--- src/rtl/uart_rx_ctrl_if.sv ---
`timescale 1ns/1ps
`default_nettype none
// ============================================================================
// Module      : uart_rx_ctrl_if
// Description : Byte-level port bundle of the UART receive controller: raw
//               serial input, consumer acknowledge, received byte and flags.
// Revision    : 1.0 - initial release
// ============================================================================
interface uart_rx_ctrl_if;
   logic       rx;
   logic       rx_ack;
   logic [7:0] rx_data;
   logic       rx_valid;
   logic       frame_err;
   logic       overrun;
   logic       busy;

   // Receiver side: takes the serial line, produces bytes and status
   modport master (
      input  rx,
      input  rx_ack,
      output rx_data,
      output rx_valid,
      output frame_err,
      output overrun,
      output busy
   );

   // Line driver / byte consumer side
   modport slave (
      output rx,
      output rx_ack,
      input  rx_data,
      input  rx_valid,
      input  frame_err,
      input  overrun,
      input  busy
   );
endinterface
`default_nettype wire

--- src/rtl/uart_rx_ctrl.sv ---
`timescale 1ns/1ps
`default_nettype none
// ============================================================================
// Module      : uart_rx_ctrl
// Description : UART 8N1 receive sequencer. Synchronises the rx pin, detects
//               the start bit, samples each bit mid-period from a baud
//               counter, checks the stop bit and hands the byte over through
//               a valid/ack holding register with framing/overrun flags.
// Revision    : 1.0 - initial release
// ============================================================================
module uart_rx_ctrl #(
   parameter int FREQ = 12000000,
   parameter int BAUD = 9600,
   parameter int LIM  = FREQ / BAUD,
   parameter int HALF = LIM / 2
) (
   input  logic           clk,
   input  logic           nrst,
   uart_rx_ctrl_if.master bus
);

   localparam int                c_cnt_w   = 11;
   localparam logic [c_cnt_w-1:0] c_lim_m1  = c_cnt_w'(LIM - 1);
   localparam logic [c_cnt_w-1:0] c_half_m1 = c_cnt_w'(HALF - 1);

   typedef enum logic [2:0] {
      S_IDLE    = 3'd0,
      S_START   = 3'd1,
      S_DATA    = 3'd2,
      S_STOP    = 3'd3,
      S_WAIT_HI = 3'd4
   } state_t;

   state_t               r_state;
   state_t               w_state_nxt;
   logic [c_cnt_w-1:0]   r_count;
   logic [c_cnt_w-1:0]   w_count_nxt;
   logic [3:0]           r_bit_cnt;
   logic [3:0]           w_bit_cnt_nxt;
   logic [7:0]           r_shift;
   logic [7:0]           w_shift_nxt;
   logic [1:0]           r_sync;
   logic                 w_rx_s;
   logic                 w_load;
   logic                 w_ferr;
   logic [7:0]           r_rx_data;
   logic                 r_rx_valid;
   logic                 r_frame_err;
   logic                 r_overrun;
   logic                 w_ack_ok;

   assign w_rx_s   = r_sync[1];
   assign w_ack_ok = bus.rx_ack & r_rx_valid;

   // Two-flop synchroniser for the asynchronous rx pin; idles high
   always_ff @(posedge clk or negedge nrst) begin
      if (!nrst) begin
         r_sync <= 2'b11;
      end else begin
         r_sync <= {r_sync[0], bus.rx};
      end
   end

   // Sequencer state, baud counter, bit counter and shift register
   always_ff @(posedge clk or negedge nrst) begin
      if (!nrst) begin
         r_state   <= S_IDLE;
         r_count   <= '0;
         r_bit_cnt <= '0;
         r_shift   <= '0;
      end else begin
         r_state   <= w_state_nxt;
         r_count   <= w_count_nxt;
         r_bit_cnt <= w_bit_cnt_nxt;
         r_shift   <= w_shift_nxt;
      end
   end

   // Next-state logic: start qualification, mid-bit sampling, stop check
   always_comb begin
      w_state_nxt   = r_state;
      w_count_nxt   = r_count;
      w_bit_cnt_nxt = r_bit_cnt;
      w_shift_nxt   = r_shift;
      w_load        = 1'b0;
      w_ferr        = 1'b0;
      case (r_state)
         S_IDLE: begin
            w_count_nxt = '0;
            if (!w_rx_s) begin
               w_state_nxt = S_START;
            end
         end
         S_START: begin
            if (r_count == c_half_m1) begin
               w_count_nxt = '0;
               if (!w_rx_s) begin
                  w_state_nxt   = S_DATA;
                  w_bit_cnt_nxt = '0;
               end else begin
                  // Line went back high before mid-start: a glitch
                  w_state_nxt = S_IDLE;
               end
            end else begin
               w_count_nxt = r_count + 1'b1;
            end
         end
         S_DATA: begin
            if (r_count == c_lim_m1) begin
               w_count_nxt   = '0;
               w_shift_nxt   = {w_rx_s, r_shift[7:1]};
               w_bit_cnt_nxt = r_bit_cnt + 4'd1;
               if (r_bit_cnt == 4'd7) begin
                  w_state_nxt = S_STOP;
               end
            end else begin
               w_count_nxt = r_count + 1'b1;
            end
         end
         S_STOP: begin
            if (r_count == c_lim_m1) begin
               w_count_nxt = '0;
               if (w_rx_s) begin
                  w_load      = 1'b1;
                  w_state_nxt = S_IDLE;
               end else begin
                  w_ferr      = 1'b1;
                  w_state_nxt = S_WAIT_HI;
               end
            end else begin
               w_count_nxt = r_count + 1'b1;
            end
         end
         S_WAIT_HI: begin
            // Hold off until the line is released so a break flags only once
            if (w_rx_s) begin
               w_state_nxt = S_IDLE;
            end
         end
         default: begin
            w_state_nxt = S_IDLE;
            w_count_nxt = '0;
         end
      endcase
   end

   // Holding register and status flags toward the consumer
   always_ff @(posedge clk or negedge nrst) begin
      if (!nrst) begin
         r_rx_data   <= 8'h00;
         r_rx_valid  <= 1'b0;
         r_frame_err <= 1'b0;
         r_overrun   <= 1'b0;
      end else begin
         r_frame_err <= w_ferr;
         if (w_load) begin
            r_rx_data  <= r_shift;
            r_rx_valid <= 1'b1;
            if (r_rx_valid && !bus.rx_ack) begin
               r_overrun <= 1'b1;
            end else if (w_ack_ok) begin
               r_overrun <= 1'b0;
            end
         end else if (w_ack_ok) begin
            r_rx_valid <= 1'b0;
            r_overrun  <= 1'b0;
         end
      end
   end

   assign bus.rx_data   = r_rx_data;
   assign bus.rx_valid  = r_rx_valid;
   assign bus.frame_err = r_frame_err;
   assign bus.overrun   = r_overrun;
   assign bus.busy      = (r_state != S_IDLE);

endmodule
`default_nettype wire
--- src/flat_wrapper.sv ---
// flat-port wrapper written by rule: the top's interface ports become plain ports
module uart_rx_ctrl_flat 
#(
   parameter int FREQ = 12000000,
   parameter int BAUD = 9600,
   parameter int LIM  = FREQ / BAUD,
   parameter int HALF = LIM / 2
)
  (clk, nrst, bus_rx, bus_rx_ack, bus_rx_data, bus_rx_valid, bus_frame_err, bus_overrun, bus_busy);
  uart_rx_ctrl_if bus_i ();
  input  logic clk;
  input  logic nrst;
  input wire logic [$bits(bus_i.rx)-1:0] bus_rx;
  input wire logic [$bits(bus_i.rx_ack)-1:0] bus_rx_ack;
  output wire logic [$bits(bus_i.rx_data)-1:0] bus_rx_data;
  output wire logic [$bits(bus_i.rx_valid)-1:0] bus_rx_valid;
  output wire logic [$bits(bus_i.frame_err)-1:0] bus_frame_err;
  output wire logic [$bits(bus_i.overrun)-1:0] bus_overrun;
  output wire logic [$bits(bus_i.busy)-1:0] bus_busy;
  assign bus_i.rx = bus_rx;
  assign bus_i.rx_ack = bus_rx_ack;
  assign bus_rx_data = bus_i.rx_data;
  assign bus_rx_valid = bus_i.rx_valid;
  assign bus_frame_err = bus_i.frame_err;
  assign bus_overrun = bus_i.overrun;
  assign bus_busy = bus_i.busy;
  uart_rx_ctrl #(.FREQ(FREQ), .BAUD(BAUD), .LIM(LIM), .HALF(HALF)) u_core (.clk(clk), .nrst(nrst), .bus(bus_i));
endmodule
--- config.mk ---
export PLATFORM = sky130hd
export DESIGN_NAME = uart_rx_ctrl_flat
export DESIGN_NICKNAME = d
export VERILOG_FILES = /design/src/rtl/uart_rx_ctrl_if.sv /design/src/rtl/uart_rx_ctrl.sv /design/src/flat_wrapper.sv
export SDC_FILE = /design/constraint.sdc
export NUM_CORES = 1
export LEC_CHECK = 0
export CAP_MARGIN = 25
export CELL_PAD_IN_SITES_DETAIL_PLACEMENT = 1
export CELL_PAD_IN_SITES_GLOBAL_PLACEMENT = 2
export CORE_ASPECT_RATIO = 1.1
export CORE_MARGIN = 2
export CORE_UTILIZATION = 38
export CTS_BUF_LIST = sky130_fd_sc_hd__clkbuf_8
export DETAILED_ROUTE_END_ITERATION = 10
export PLACE_DENSITY = 0.76
export SLEW_MARGIN = 20
export SYNTH_ARGS = -nofsm -noshare
export SYNTH_HDL_FRONTEND = slang
export SYNTH_SLANG_ARGS = --single-unit
export TNS_END_PERCENT = 30
--- constraint.sdc ---
create_clock -name clk -period 2.5 [get_ports clk]
set_clock_uncertainty 0.05 [all_clocks]
set_input_delay 0.5 -clock clk [delete_from_list [all_inputs] [get_ports clk]]
set_output_delay 0.5 -clock clk [all_outputs]
set_load 0.05 [all_outputs]
# After elaboration in Yosys (flattened, before gate mapping)
# Cells that the tools add are included.
# word_totals
ff_bits,39
input_bits,4
# classes
add_sub_neg,2
eq_ne,14
mux,27
bitwise_logic,1
n_reduce_logical,10
# op_table
op,n
11-bit one-hot mux with 3 select lines,1
11-bit 2-to-1 mux,2
3-bit 2-to-1 mux,7
3-bit one-hot mux with 5 select lines,1
4-bit 2-to-1 mux,3
"11-bit by 1-bit adder with 11-bit output, second input constant",1
"11-bit by 10-bit == test with 1-bit output, second input constant",1
"11-bit == test, second input constant",1
1-bit 2-to-1 mux,11
"2-bit by 1-bit inequality test with 1-bit output, second input constant",5
4-bit one-hot mux with 2 select lines,1
"3-bit by 2-bit == test with 1-bit output, second input constant",2
6-bit AND reduction,1
"4-bit by 1-bit adder with 4-bit output, second input constant",1
"4-bit by 3-bit == test with 1-bit output, second input constant",1
"2-bit inequality test, second input constant",2
4-bit AND reduction,1
2-bit nonzero test,2
"3-bit by 1-bit == test with 1-bit output, second input constant",1
"3-bit == test, second input constant",1
3-bit logical NOT,1
3-bit nonzero test,1
2-bit 2-to-1 mux,1
2-bit AND reduction,1
other kinds (4),4

# Longest topological paths before layout
# depth
ltp_word,4
ltp_mapped,8
mapped_depth_nobuf,7

# Worst setup path before layout
# No wires, ideal clock.
# synth_path
path_kind,reg-to-reg
start,reg u_core.r_count[1]
end,reg u_core.r_rx_data[0] (netlist: u_core.bus.rx_data[0])
arrival_ns,1.766
required_time_ns,2.325
path_slack_ns,0.559
stages_incl_launch_ff,8
n_path_buf,1
synth_period_minus_slack_ns,1.941
cell_sequence,dfrtp_1 inv_1 ha_1 nand4bb_1 nor4b_4 and4_1 buf_6 mux2_2
# synth_via
elab_chain_cells,3
# synth_lines
item,line_no,rtl
"start, declared",uart_rx_ctrl.sv:36,logic [c_cnt_w-1:0] r_count;
"start signal, assigned",uart_rx_ctrl.sv:73,r_count <= w_count_nxt;
11-bit == test,uart_rx_ctrl.sv:121,if (r_count == c_lim_m1) begin
1-bit 2-to-1 mux,uart_rx_ctrl.sv:121,
1-bit 2-to-1 mux,uart_rx_ctrl.sv:87,case (r_state)
"end signal, assigned",uart_rx_ctrl.sv:157,r_rx_data <= r_shift;
"end, declared",uart_rx_ctrl.sv:46,logic [7:0] r_rx_data;
# Every way passes these cells.
# A chain may end at the register's enable or synchronous reset.

# Worst setup path in the final report
# layout_path
start,reg u_core.r_state[0]
end,out bus_busy
# layout_via
elab_chain_cells,1
# layout_lines
item,line_no,rtl
"start, declared",uart_rx_ctrl.sv:34,state_t r_state;
"start signal, assigned",uart_rx_ctrl.sv:72,r_state <= w_state_nxt;
3-bit nonzero test,uart_rx_ctrl.sv:175,assign bus.busy = (r_state != S_IDLE);
"end, declared",flat_wrapper.sv:19,output wire logic [$bits(bus_i.busy)-1:0] bus_busy;
# Every way passes these cells.

==> impl_metrics.env <==
export IMPL_placer_congestion=0.731
export IMPL_fmax_mhz=417
export IMPL_antenna_diode_count=0
export IMPL_clockRootBuffer="sky130_fd_sc_hd__clkbuf_8"
export IMPL_layout_min_cycle_time_ns=2.40
export IMPL_slew_headroom=0.431
export IMPL_cts_tree="yes"
export IMPL_layout_drive_gt1_share=0.209
export IMPL_report_power_total_mw=1.20
export IMPL_stdcell_area_mm2=0.00219
export IMPL_drtIter0Drc=60
export IMPL_port_buffers=15
export IMPL_stdcell_count=238
export IMPL_netlist_instances=163
export IMPL_die_area_mm2=0.00557
export IMPL_clk_pin_slew_worst_paths_ns=0.08
export IMPL_postCtsResizedCells=0
export IMPL_die_h_um=78.1
export IMPL_hold_path_class="in -> async"
export IMPL_cts_root_to_sink_buffers=2
export IMPL_post_cts_repair_setup_buffers=0
export IMPL_final_setup_tns_ns=0
export IMPL_grt_start_max_net_pins=40
export IMPL_r2r_cells=6
export IMPL_dpl_hpwl_um=2710
export IMPL_numClockSinks=39
export IMPL_htree_levels=2
export IMPL_area_added_between_synthesis_and_finish_pct=15.5
export IMPL_grt_pass1_vias=1362
export IMPL_synthesized_net_count=171
export IMPL_layout_worst_path_cycle_share=0.960
export IMPL_remaining_drc_errors=0
export IMPL_row_cnt=26
export IMPL_detailedRoute_firstPassIterationCount=3
export IMPL_holdWs_ns=0.263
export IMPL_yosysWarningCount=0
export IMPL_power_per_cell_area_mw_per_mm2=549
export IMPL_timing_final_setup_violations=0
export IMPL_timing_critical_path_cells="or3_1 -> clkdlybuf4s50_1"
export IMPL_placement_cell_area_mm2=0.00207
export IMPL_wirelength_um=3840
export IMPL_ir_worst_vdd_v=0.000170
export IMPL_critPathMaxFanout=14
export IMPL_global_route_overflow_total=0
export IMPL_detail_route_vias_per_cell=5.42
export IMPL_rsz0062_at_grt="no"
export IMPL_synth_area_per_cell_um2=11.6
export IMPL_gr_usage_all_layers=0.157
export IMPL_yosys_register_bits=39
export IMPL_critPathMaxStageDelay_ns=0.70
export IMPL_detail_route_wl_per_cell_um=16.1
export IMPL_synthesis_area_mm2=0.00189
export IMPL_critPathArrivalTime_ns=1.85
export IMPL_initial_utilization=0.402
export IMPL_core_region_area_mm2=0.00472
export IMPL_die_w_um=71.3
export IMPL_seq_area_frac_synth=0.517
export IMPL_pin_count=16
export IMPL_criticalPathCategory="reg -> out"
export IMPL_tightestPinTransition_ns=0.853
export IMPL_routed_via_count=1289
export IMPL_netlist_cell_types=44
export IMPL_number_of_max_cap_violations=0
export IMPL_worstSetupEndpointType="primary output"
export IMPL_tritoncts_num_buffers=5
export IMPL_final_slew_viol_count=0
export IMPL_cts_hold_buffers_added=0
export IMPL_power_leakage_nw=0.970
export IMPL_grt_antenna_before_repair=0
export IMPL_grt_first_pass_wirelength_um=6840
export IMPL_outcome="complete, no violations"
export IMPL_setup_worst_path_start_class="register"
export IMPL_layout_nets=189
export IMPL_worst_endpoint_required_ns=1.95
export IMPL_cp_slowest_cell="sky130_fd_sc_hd__clkdlybuf4s50_1"
export IMPL_clk_insertion_delay_late_ns=0.29
export IMPL_timing_hold_violations_final=0
export IMPL_antenna_violating_nets_post_route=0
export IMPL_dp_cells=230
logic make-up (layout without fill, tap and decap cells):
| family | count (synthesis) | in the layout | share of synthesized area |
|---|---|---|---|
| AND/OR/NAND/NOR | 62 | 62 | 0.200 |
| buffers and inverters | 10 | 29 | 0.0363 |
| XOR/XNOR | 7 | 7 | 0.0324 |
| multiplexers | 16 | 16 | 0.0951 |
| adder cells (fa/ha/maj) | 4 | 4 | 0.0264 |
| flip-flops | 39 | 39 | 0.517 |
| AO/OA/AOI/OAI | 25 | 25 | 0.0931 |
registers in the layout, indices dropped and copies added, names as in the netlist, named ones only:
register	cells
u_core.bus.frame_err	1
u_core.bus.rx_data	8
u_core.bus.rx_valid	1
u_core.r_bit_cnt	4
u_core.r_count	11
u_core.r_shift	8
u_core.r_state	3
u_core.r_sync	2
path summary, 6_finish.rpt:
| path | startpoint | slack [ns] | to |
|---|---|---|---|
| worst max-delay path | u_core.r_state[0]$_DFFE_PN0P_ | 0.10 | bus_busy |
| worst max register to register | u_core.r_count[1]$_DFFE_PN0P_ | 0.30 | u_core.bus.rx_data[5]$_DFFE_PN0P_ |
| worst min-delay path | nrst | 0.26 | u_core.r_count[7]$_DFFE_PN0P_ |
| min in group clk | u_core.r_sync[0]$_DFF_PN1_ | 0.31 | u_core.r_sync[1]$_DFF_PN1_ |
| max in group asynchronous | nrst | 1.60 | u_core.r_state[0]$_DFFE_PN0P_ |
| worst min register to register | u_core.r_sync[0]$_DFF_PN1_ | 0.31 | u_core.r_sync[1]$_DFF_PN1_ |
cell usage after synthesis, drive strengths merged:
master	n	area, µm²
a31oi	2	12.5
a21oi	5	25.0
a21o	2	15.0
a311oi	1	8.76
o311ai	1	16.3
dfrtp	37	926
mux2	16	180
nor2b	4	25.0
dfstp	2	52.6
inv	4	15.0
ha	4	50.1
or3	1	6.26
nand3b	1	7.51
or3b	2	17.5
and2	1	8.76
nand4bb	2	38.8
nand3	7	35.0
a22o	1	10.0
clkbuf	3	11.3
nor2	18	67.6
xnor2	3	26.3
xor2	4	35.0
a32oi	1	8.76
and4b	1	10.0
o22ai	1	6.26
nand2	8	30.0
a211oi	1	7.51
nor4	4	25.0
o21a	1	7.51
o31ai	1	7.51
nor3	4	20.0
buf	3	42.5
o21ai	7	35.0
and3	1	6.26
nand4	2	12.5
a41oi	1	16.3
and4	2	18.8
nor4b	1	23.8
or2b	1	8.76
nand4b	2	17.5
stage by stage:
stage | worst slack [ns] | util
4_1_cts | 0.0829 | 0.464
6_report | 0.101 | 0.464
3_3_place_gp | 0.338 | 0.439
2_1_floorplan | 0.559 | -
5_1_grt | 0.00120 | 0.464
3_5_place_dp | 0.270 | 0.439
layout by cell type, fill, tap and decap left out, drive strengths merged, types with 2 or more instances in the layout:
| cell type | count |
|---|---|
| nand4b | 2 |
| nor2b | 4 |
| nand4 | 2 |
| nand3 | 7 |
| nor2 | 18 |
| xor2 | 4 |
| clkdlybuf4s50 | 14 |
| ha | 4 |
| a31oi | 2 |
| clkbuf | 6 |
| xnor2 | 3 |
| a21oi | 5 |
| nor3 | 4 |
| mux2 | 16 |
| dfrtp | 37 |
| a21o | 2 |
| nand4bb | 2 |
| dfstp | 2 |
| buf | 3 |
| and4 | 2 |
| or3b | 2 |
| inv | 4 |
| nand2 | 8 |
| o21ai | 7 |
| nor4 | 4 |
layout make-up:
type / count / area [µm²]
flip-flops and latches: 39 / 978
well taps: 56 / 70.1
clock inverters: 2 / 35.0
clock buffers: 6 / 82.6
fillers: 519 / 2530
repair buffers: 17 / 160
multi-input cells: 114 / 847
inverters: 4 / 15.0
report_power, final:
group          switching, mW  internal [mW]
combinational         0.0126        0.00355
sequential           0.00243          0.633
clock                  0.226          0.323
metal layers:
metal  wire [µm]  vias up  GRT usage  share of wire
met3         103        6     0.0385          0.027
met2        1880       18      0.256           0.49
met5           0        -          0              0
li1            -      620          -              -
met1        1800      645      0.204           0.47
met4          53        0     0.0509          0.014
worst max-delay path: cells and delay by family, from the launching register on:
kind	cells	cell delay, ns
flip-flops	1	0.51
AND/OR/NAND/NOR	1	0.35
buffers and inverters	1	0.70
No activity file was read; power rests on OpenSTA's default activity.
